### config.mk
export PLATFORM = sky130hd
export DESIGN_NAME = uart_program_loader
export DESIGN_NICKNAME = d
export VERILOG_FILES = /design/src/rtl/uart_loader_pkg.sv /design/src/rtl/tx_byte_sender.sv /design/src/rtl/uart_program_loader.sv
export SDC_FILE = /design/constraint.sdc
export NUM_CORES = 1
export LEC_CHECK = 0
export ABC_AREA = 1
export CAP_MARGIN = 5
export CORE_MARGIN = 5
export CORE_UTILIZATION = 35
export CTS_CLUSTER_DIAMETER = 40
export DETAILED_ROUTE_END_ITERATION = 10
export PLACE_DENSITY_LB_ADDON = 0.3
export SLEW_MARGIN = 30
export SYNTH_ARGS = -nofsm -noshare
export SYNTH_HDL_FRONTEND = slang
export SYNTH_HIERARCHICAL = 1
export SYNTH_SLANG_ARGS = --single-unit
export TNS_END_PERCENT = 100
### constraint.sdc
create_clock -name clk -period 8.1 [get_ports clk]
set_clock_uncertainty 0.1 [all_clocks]
set_input_delay 1.62 -clock clk [delete_from_list [all_inputs] [get_ports clk]]
set_output_delay 1.62 -clock clk [all_outputs]
set_load 0.02 [all_outputs]
### src/rtl/uart_loader_pkg.sv
// Shared definitions for the UART program loader.
//   state_e        : loader FSM states
//   READY_BYTE_DEF : default byte sent to request a program
//   ACK_BYTE_DEF   : default byte sent once the program is in imem
//   BYTES_PER_WORD : bytes packed into one imem word
package uart_loader_pkg;

  typedef enum logic [2:0] {
    S_SEND_READY,
    S_RECV_SIZE,
    S_RECV_DATA,
    S_SEND_ACK,
    S_DONE
  } state_e;

  localparam logic [7:0] READY_BYTE_DEF = 8'h99;
  localparam logic [7:0] ACK_BYTE_DEF   = 8'hAA;
  localparam int         BYTES_PER_WORD = 4;

endpackage

### src/rtl/tx_byte_sender.sv
// Single-byte transmit handshake towards UART_TX.
//   clk, reset    : clock, synchronous active-high reset
//   req_i, data_i : caller wants data_i sent; held until accepted_o
//   tx_busy_i     : UART_TX busy
//   accepted_o    : combinational, high in the cycle the request is taken
//   tx_start_o    : one-cycle transmit pulse (registered)
//   tx_data_o     : byte presented with tx_start_o (registered)
module tx_byte_sender (
  input  logic       clk,
  input  logic       reset,
  input  logic       req_i,
  input  logic [7:0] data_i,
  input  logic       tx_busy_i,
  output logic       accepted_o,
  output logic       tx_start_o,
  output logic [7:0] tx_data_o
);

  logic       tx_start_q;
  logic [7:0] tx_data_q;

  // UART_TX raises busy one cycle after seeing tx_start, so the cycle in
  // which tx_start is high doubles as the guard cycle: no second request
  // may slip through before busy becomes visible.
  assign accepted_o = req_i && !tx_busy_i && !tx_start_q;

  always_ff @(posedge clk) begin
    if (reset) begin
      tx_start_q <= 1'b0;
      tx_data_q  <= 8'h00;
    end else begin
      tx_start_q <= accepted_o;
      if (accepted_o) tx_data_q <= data_i;
    end
  end

  assign tx_start_o = tx_start_q;
  assign tx_data_o  = tx_data_q;

endmodule

### src/rtl/uart_program_loader.sv
// Boot loader between the CPU UART byte ports and the imem write port.
// Sends READY_BYTE, receives a 4-byte little-endian size and that many
// program bytes, packs them into 32-bit words written to imem, then sends
// ACK_BYTE and raises boot_done. Afterwards it ignores the UART entirely.
//   clk, reset                  : clock, synchronous active-high reset
//   rx_data/rx_ready/rx_ferr    : received byte, valid pulse, framing error
//   tx_busy/tx_data/tx_start    : UART_TX handshake
//   imem_we/imem_addr/imem_wdata: instruction memory word write port
//   boot_done                   : core released (held in reset while 0)
//   load_err                    : sticky oversize / framing error flag
module uart_program_loader
  import uart_loader_pkg::*;
#(
  parameter int         IMEM_WORDS = 256,
  parameter int         ADDR_W     = $clog2(IMEM_WORDS),
  parameter logic [7:0] READY_BYTE = READY_BYTE_DEF,
  parameter logic [7:0] ACK_BYTE   = ACK_BYTE_DEF
) (
  input  logic              clk,
  input  logic              reset,
  input  logic [7:0]        rx_data,
  input  logic              rx_ready,
  input  logic              rx_ferr,
  input  logic              tx_busy,
  output logic [7:0]        tx_data,
  output logic              tx_start,
  output logic              imem_we,
  output logic [ADDR_W-1:0] imem_addr,
  output logic [31:0]       imem_wdata,
  output logic              boot_done,
  output logic              load_err
);

  localparam logic [31:0] IMEM_BYTES = 32'(BYTES_PER_WORD * IMEM_WORDS);

  state_e             state_q, state_d;
  logic [31:0]        size_q, size_d;
  logic [1:0]         size_idx_q, size_idx_d;
  logic [31:0]        byte_cnt_q, byte_cnt_d;
  logic [31:0]        word_buf_q, word_buf_d;
  logic               imem_we_q, imem_we_d;
  logic [ADDR_W-1:0]  imem_addr_q, imem_addr_d;
  logic [31:0]        imem_wdata_q, imem_wdata_d;
  logic               boot_done_q, boot_done_d;
  logic               load_err_q, load_err_d;

  logic               tx_req, tx_acc;
  logic [7:0]         tx_byte;
  logic [31:0]        size_new, wb;
  logic               last_byte;

  tx_byte_sender u_tx (
    .clk       (clk),
    .reset     (reset),
    .req_i     (tx_req),
    .data_i    (tx_byte),
    .tx_busy_i (tx_busy),
    .accepted_o(tx_acc),
    .tx_start_o(tx_start),
    .tx_data_o (tx_data)
  );

  always_ff @(posedge clk) begin
    if (reset) begin
      state_q      <= S_SEND_READY;
      size_q       <= '0;
      size_idx_q   <= '0;
      byte_cnt_q   <= '0;
      word_buf_q   <= '0;
      imem_we_q    <= 1'b0;
      imem_addr_q  <= '0;
      imem_wdata_q <= '0;
      boot_done_q  <= 1'b0;
      load_err_q   <= 1'b0;
    end else begin
      state_q      <= state_d;
      size_q       <= size_d;
      size_idx_q   <= size_idx_d;
      byte_cnt_q   <= byte_cnt_d;
      word_buf_q   <= word_buf_d;
      imem_we_q    <= imem_we_d;
      imem_addr_q  <= imem_addr_d;
      imem_wdata_q <= imem_wdata_d;
      boot_done_q  <= boot_done_d;
      load_err_q   <= load_err_d;
    end
  end

  always_comb begin
    state_d      = state_q;
    size_d       = size_q;
    size_idx_d   = size_idx_q;
    byte_cnt_d   = byte_cnt_q;
    word_buf_d   = word_buf_q;
    imem_we_d    = 1'b0;
    imem_addr_d  = imem_addr_q;
    imem_wdata_d = imem_wdata_q;
    boot_done_d  = boot_done_q;
    load_err_d   = load_err_q;
    tx_req       = 1'b0;
    tx_byte      = READY_BYTE;
    size_new     = size_q;
    wb           = word_buf_q;
    last_byte    = 1'b0;

    case (state_q)
      S_SEND_READY: begin
        tx_req = 1'b1;
        if (tx_acc) state_d = S_RECV_SIZE;
      end

      S_RECV_SIZE: begin
        if (rx_ready) begin
          size_new[{size_idx_q, 3'b000} +: 8] = rx_data;
          size_d     = size_new;
          size_idx_d = size_idx_q + 2'd1;
          if (rx_ferr) load_err_d = 1'b1;
          if (size_idx_q == 2'd3) begin
            if (size_new > IMEM_BYTES) load_err_d = 1'b1;
            if (size_new == 32'd0) begin
              state_d = S_SEND_ACK;
            end else begin
              state_d    = S_RECV_DATA;
              byte_cnt_d = '0;
              word_buf_d = '0;
            end
          end
        end
      end

      S_RECV_DATA: begin
        if (rx_ready) begin
          wb[{byte_cnt_q[1:0], 3'b000} +: 8] = rx_data;
          last_byte = (byte_cnt_q + 32'd1) == size_q;
          if (rx_ferr) load_err_d = 1'b1;
          if ((&byte_cnt_q[1:0]) || last_byte) begin
            // Words past the end of imem are dropped rather than wrapped.
            if (byte_cnt_q < IMEM_BYTES) begin
              imem_we_d    = 1'b1;
              imem_addr_d  = byte_cnt_q[ADDR_W+1:2];
              imem_wdata_d = wb;
            end
            // Cleared so a trailing partial word has zero upper lanes.
            word_buf_d = '0;
          end else begin
            word_buf_d = wb;
          end
          byte_cnt_d = byte_cnt_q + 32'd1;
          if (last_byte) state_d = S_SEND_ACK;
        end
      end

      S_SEND_ACK: begin
        tx_req  = 1'b1;
        tx_byte = ACK_BYTE;
        if (tx_acc) begin
          boot_done_d = 1'b1;
          state_d     = S_DONE;
        end
      end

      default: ;  // S_DONE: UART belongs to the core now
    endcase
  end

  assign imem_we    = imem_we_q;
  assign imem_addr  = imem_addr_q;
  assign imem_wdata = imem_wdata_q;
  assign boot_done  = boot_done_q;
  assign load_err   = load_err_q;

endmodule

---- Word-level counts from Yosys, hierarchy flattened ----
Index checks and enable logic that the tools add are counted.
storage, ports and cells
  logic and storage cells ................. 82
  register bits after elaboration ......... 153
operators by class
  mux-type cells .......................... 27
  shifts and indexed selects .............. 4
  add/subtract/negate cells ............... 4
  bitwise operators ....................... 3
  equality and inequality tests ........... 12
  reductions and logical operators ........ 18
  order comparisons ....................... 2
operator list
  operator                                                          count
  two-way mux 32 bit                                                6
  one-hot mux 32 bit (2 select lines)                               2
  bitwise mux 32 bit                                                2
  variable shift 8 x 7 -> 32 bit (first input constant)             2
  indexed part select 8 x 7 -> 32 bit                               2
  adder 32 x 1 -> 32 bit (second input constant)                    1
  equality test 32 bit                                              1
  greater-than comparator 32 x 11 -> 1 bit (second input constant)  1
  logical NOT 32 bit                                                1
  < comparator 32 x 11 -> 1 bit (second input constant)             1
  two-way mux 3 bit                                                 6
  != test 2 bit (second input constant)                             7
  negation 5 -> 7 bit                                               2
  one-hot mux 3 bit (4 select lines)                                1
  two-way mux 1 bit                                                 8
  AND reduction 7 bit                                               1
  equality test 3 x 2 -> 1 bit (second input constant)              2
  two-way mux 6 bit                                                 1
  AND reduction 2 bit                                               3
  AND reduction 5 bit                                               1
  AND reduction 4 bit                                               1
  nonzero test 4 bit                                                1
  OR reduction 4 bit                                                1
  equality test 3 x 1 -> 1 bit (second input constant)              1
  11 further kinds                                                  15

---- Longest topological paths before layout ----
  depth in word-level cells ............... 8
  gate-level depth with buffers ........... 19
  mapped depth without buffers ............ 18

---- Modules after synthesis ----
Netlist, hierarchy kept.
by module, submodules not included
  module               sequential area each (sq um)  area each (sq um)  cells an instance  instances
  uart_program_loader  2882.8                        8390.5             1338               1
  tx_byte_sender       180.2                         414.1              56                 1

---- Worst setup path before layout ----
No wires, ideal clock.
  kind .................................... input-to-reg
  from .................................... input port tx_busy
  to ...................................... register word_buf_q[10]
  path slack .............................. 4.786 ns
  arrival time ............................ 3.094 ns
  data required time ...................... 7.881 ns
  library setup time ...................... 0.119 ns
  stages on the path ...................... 13
  cells stage by stage .................... inv_2 > nand3_4 > buf_12 > inv_1 > inv_1 > nand2_1 > o2111ai_1 > nor2_1 > nand2_1 > inv_1 > clkbuf_1 > buf_2 > a21oi_1
RTL lines
  element                 RTL line                   text
  start: declaration      uart_program_loader.sv:24  input logic tx_busy,
  end signal: assignment  uart_program_loader.sv:80  word_buf_q <= word_buf_d;
  end: declaration        uart_program_loader.sv:40  logic [31:0] word_buf_q, word_buf_d;

---- Final worst setup path ----
  from .................................... register byte_cnt_q[0]
  to ...................................... register imem_wdata_q[3] (netlist: imem_wdata[3])
on the way
  cells in the longest elaborated chain, start to end .. 4
RTL lines
  element                        RTL line                    text
  start: declaration             uart_program_loader.sv:39   logic [31:0] byte_cnt_q, byte_cnt_d;
  start signal: assignment       uart_program_loader.sv:79   byte_cnt_q <= byte_cnt_d;
  adder 32 x 1 -> 32 bit         uart_program_loader.sv:134  last_byte = (byte_cnt_q + 32'd1) == size_q;
  equality test 32 bit           uart_program_loader.sv:134
  logical OR 1 bit               uart_program_loader.sv:136  if ((&byte_cnt_q[1:0]) || last_byte) begin
  AND reduction 4 bit (no line)  n/a
  end signal: assignment         uart_program_loader.sv:83   imem_wdata_q <= imem_wdata_d;
  end: declaration               uart_program_loader.sv:43   logic [31:0] imem_wdata_q, imem_wdata_d;
Parallel ways exist; a longest one is shown, timed or not.
A chain may end at the register's enable or synchronous reset.

==> run metrics <==
RR Startpoint=byte_cnt_q[0]; Vias per Instance=5.18; Startpoint Class=flip-flop; Max stage delay on crit path=0.58 ns; max-cap violations=0; CP Class=flip-flop to flip-flop; crit path DAT=4.60 ns; starting density of the core=0.353; clock period minus worst slack=4.36 ns; switching pwr=0.00136 W; H-tree depth=4; Setup violations, final=0; antenna cells=0; RSZ-0062 raised after global routing=false; core area=25000 um^2; Vias=9091; Area growth syn-to-layout=15.7%; nets@finish=1436; status=completed; Util after Layout=0.408; Internal=0.00169 W; final period utilization=0.539; largest net degree at the start of global routing=116; Yosys cell types=33; synth warn=6; final hold vios=0; critical path endpoint category=flip-flop; asr flop ratio synth=0; largest area contributor in the netlist=dfxtp_1; Boundary Pins=65; clock-pin slew on the worst setup and hold paths=0.08 ns; layout cells sized above 1=0.0498; Synth Cell Area=8800 um^2; PD cells=300 nW/um^2; post-CTS setup buffers=0; Worst Hold Class=flip-flop to flip-flop; pre-CTS setup slack=3.37 ns; r2r endpoint=imem_wdata[3]; Slew headroom=0.435; total die area=28400 um^2; Peak supply drop=147 uV; Die Span Y=169 um; Top delay family on crit path=simple AND/OR/NAND/NOR gates; maximum clock frequency=229 MHz; Worst-Skew Late Latency=0.45 ns; root buf cell=clkbuf_16; worst setup margin=3.74 ns; total CTS buffers=17; worst slew pin tran=0.846 ns; Endpoint, Worst Hold=boot_done; CP Launch Point=byte_cnt_q[0]; Initial DRT Pass Iterations=5; TNS Setup=0 ns; gr usage total=0.197; DR WL/cell=16.4 um; TritonCTS clock tree=done; post-cts sizing count=0; drt drc=0; DRT iter0 DRCs=845; CP cell instances=ha_1 > nand2_1 > nor2_2 > nand2_1 > nor2_4 > nand2_1 > nand2_1 > nand2_1 > nand2_1 > nand2_1 > nor2_1 > nand2_1 > nor2_2 > nand3_4 > nand2_8 > nand3_1 > nand2_1 > nor2_1; Lkg Pwr=3.88 nW; clock tree buffer depth=2; Placer Congestion=0.913; Routed Antenna Nets=0; Hold Crit Start=boot_done; first-pass GRT wire length=45300 um; CP Buf/Inv Count=0; cell count after synthesis=1394; initial antenna violation count=0; Post-DP HPWL=20200 um; pins over their slew limit=0; top-area cell type share of the netlist area=0.348; syn avg cell area=6.32 um^2; total grt overflow=0; Comb power frac=0.390; DRT Wirelength=28700 um; row cnt=58; Most Frequent Cell on Critical Path=nand2_1; worst endpoint required time=8.34 ns; Post-synth EDFFs=0; vias in the first global route=8214; Seq/Total Area, Yosys=0.348; hold path cells=1; crit path max fanout=81; Clk pwr share=0.269; switch share=0.445; r2r worst-path depth=18; r2r setup slk=3.74 ns; final std cells w/o fill=1755; synth top area cells=dfxtp_1 (35%), nand2_1 (13%), nor2_1 (8.1%); Top FF cell, synth=dfxtp_1; sequential share of power=0.341; Inst Count DP=1723; CTS hold repair buffers=0; register bit total from synthesis=153; Die W=169 um; CP max stage cell=ha_1; Sink Count=153; IO Port Bufs=64
==> worst reg2reg max path: cells and delay by family, from the launching register on <==
kind / cells / cell delay [ns]
AND/OR/NAND/NOR: 17 / 3.10
adder cells (fa/ha/maj): 1 / 0.58
flip-flops: 1 / 0.49
==> how the worst max path moves through the flow <==
stage,end,slack [ns],cells after the start
floorplan,word_buf_q[10],4.79,13
global placement,word_buf_q[6],3.37,15
CTS,imem_wdata[2],3.80,18
finish,imem_wdata[3],3.74,18
global route,imem_wdata[2],3.45,18
detailed placement,word_buf_q[8],3.37,15
==> power groups by stage <==
| stage | Clock, W | Combinational [W] | Sequential [W] |
|---|---|---|---|
| 6_report | 0.000823 | 0.00119 | 0.00104 |
| 2_1_floorplan | 0 | 0.000880 | 0.00103 |
| 3_5_place_dp | 0 | 0.00118 | 0.00105 |
| 5_1_grt | 0.000868 | 0.00133 | 0.00106 |
| 4_1_cts | 0.000833 | 0.00119 | 0.00103 |
| 3_3_place_gp | 0 | 0.00117 | 0.00105 |
==> layout by cell type (no fill, tap or decap), types with 5 or more instances in the layout <==
cell type,n
inv_2,5
nor2_2,14
inv_8,5
a22oi_1,16
nand4_1,36
a211oi_1,14
nand2_1,296
nor2_1,189
o21ai_0,76
clkbuf_16,17
nand3_1,131
inv_1,167
clkdlybuf4s50_1,64
a21oi_1,137
ha_1,11
o22ai_1,44
buf_4,8
dfxtp_1,153
==> layout make-up <==
class | count | area (um^2)
Fill cell | 2752 | 14800
Multi-Input combinational cell | 994 | 4750
Sequential cell | 153 | 3060
Timing Repair Buffer | 73 | 712
Inverter | 173 | 649
Clock buffer | 17 | 425
Tap cell | 330 | 413
Clock inverter | 15 | 173
==> flip-flops by register name (all words and copies together), names as in the netlist <==
signal           flops
boot_done            1
byte_cnt_q          32
imem_addr            8
imem_wdata          32
imem_we              1
load_err             1
size_idx_q           2
size_q              32
state_q              3
u_tx/tx_data_o       8
u_tx/tx_start_o      1
word_buf_q          32
==> through the flow <==
step / cell area [um^2] / hold WS (ns) / total power, W
finish: 10200 / 0.375 / 0.00305
floorplan: 8810 / 0.357 / 0.00190
global placement: 9590 / 0.352 / 0.00222
CTS: 10200 / 0.379 / 0.00306
detailed placement: 9590 / 0.360 / 0.00223
global route: 10200 / 0.401 / 0.00326
==> metal layers <==
layer | up-vias | GRT usage | wire [um] | part of all wire
li1 | 4620 | - | - | -
met1 | 4176 | 0.269 | 13300 | 0.46
met2 | 255 | 0.324 | 13400 | 0.47
met3 | 40 | 0.0336 | 1500 | 0.052
met4 | 0 | 0.0526 | 516 | 0.018
met5 | - | 0 | 0 | 0
==> synth_stat cells (all sizes together) (2+ instances only) <==
cell	instances
buf	24
o21ai	80
nor4	6
xor2	2
nand3b	2
inv	173
nand4	36
nand2	297
conb	2
a21oi	137
a211oi	14
nand3	133
dfxtp	153
nor2	207
ha	11
o22ai	44
nor3	2
a22oi	16
clkbuf	52
==> logic make-up (layout without fill, tap and decap cells) <==
family / Yosys count / after routing / share of synthesized area
xor gates and xnor gates: 2 / 2 / 0.00199
buffers and inverters: 249 / 278 / 0.115
AOI/OAI and AO/OA: 294 / 294 / 0.183
adders and majority gates: 11 / 11 / 0.0156
DFF: 153 / 153 / 0.348
other: 2 / 4 / 0.000853
and+or+nand+nor: 683 / 683 / 0.336
(Power assumes the default switching activity.)
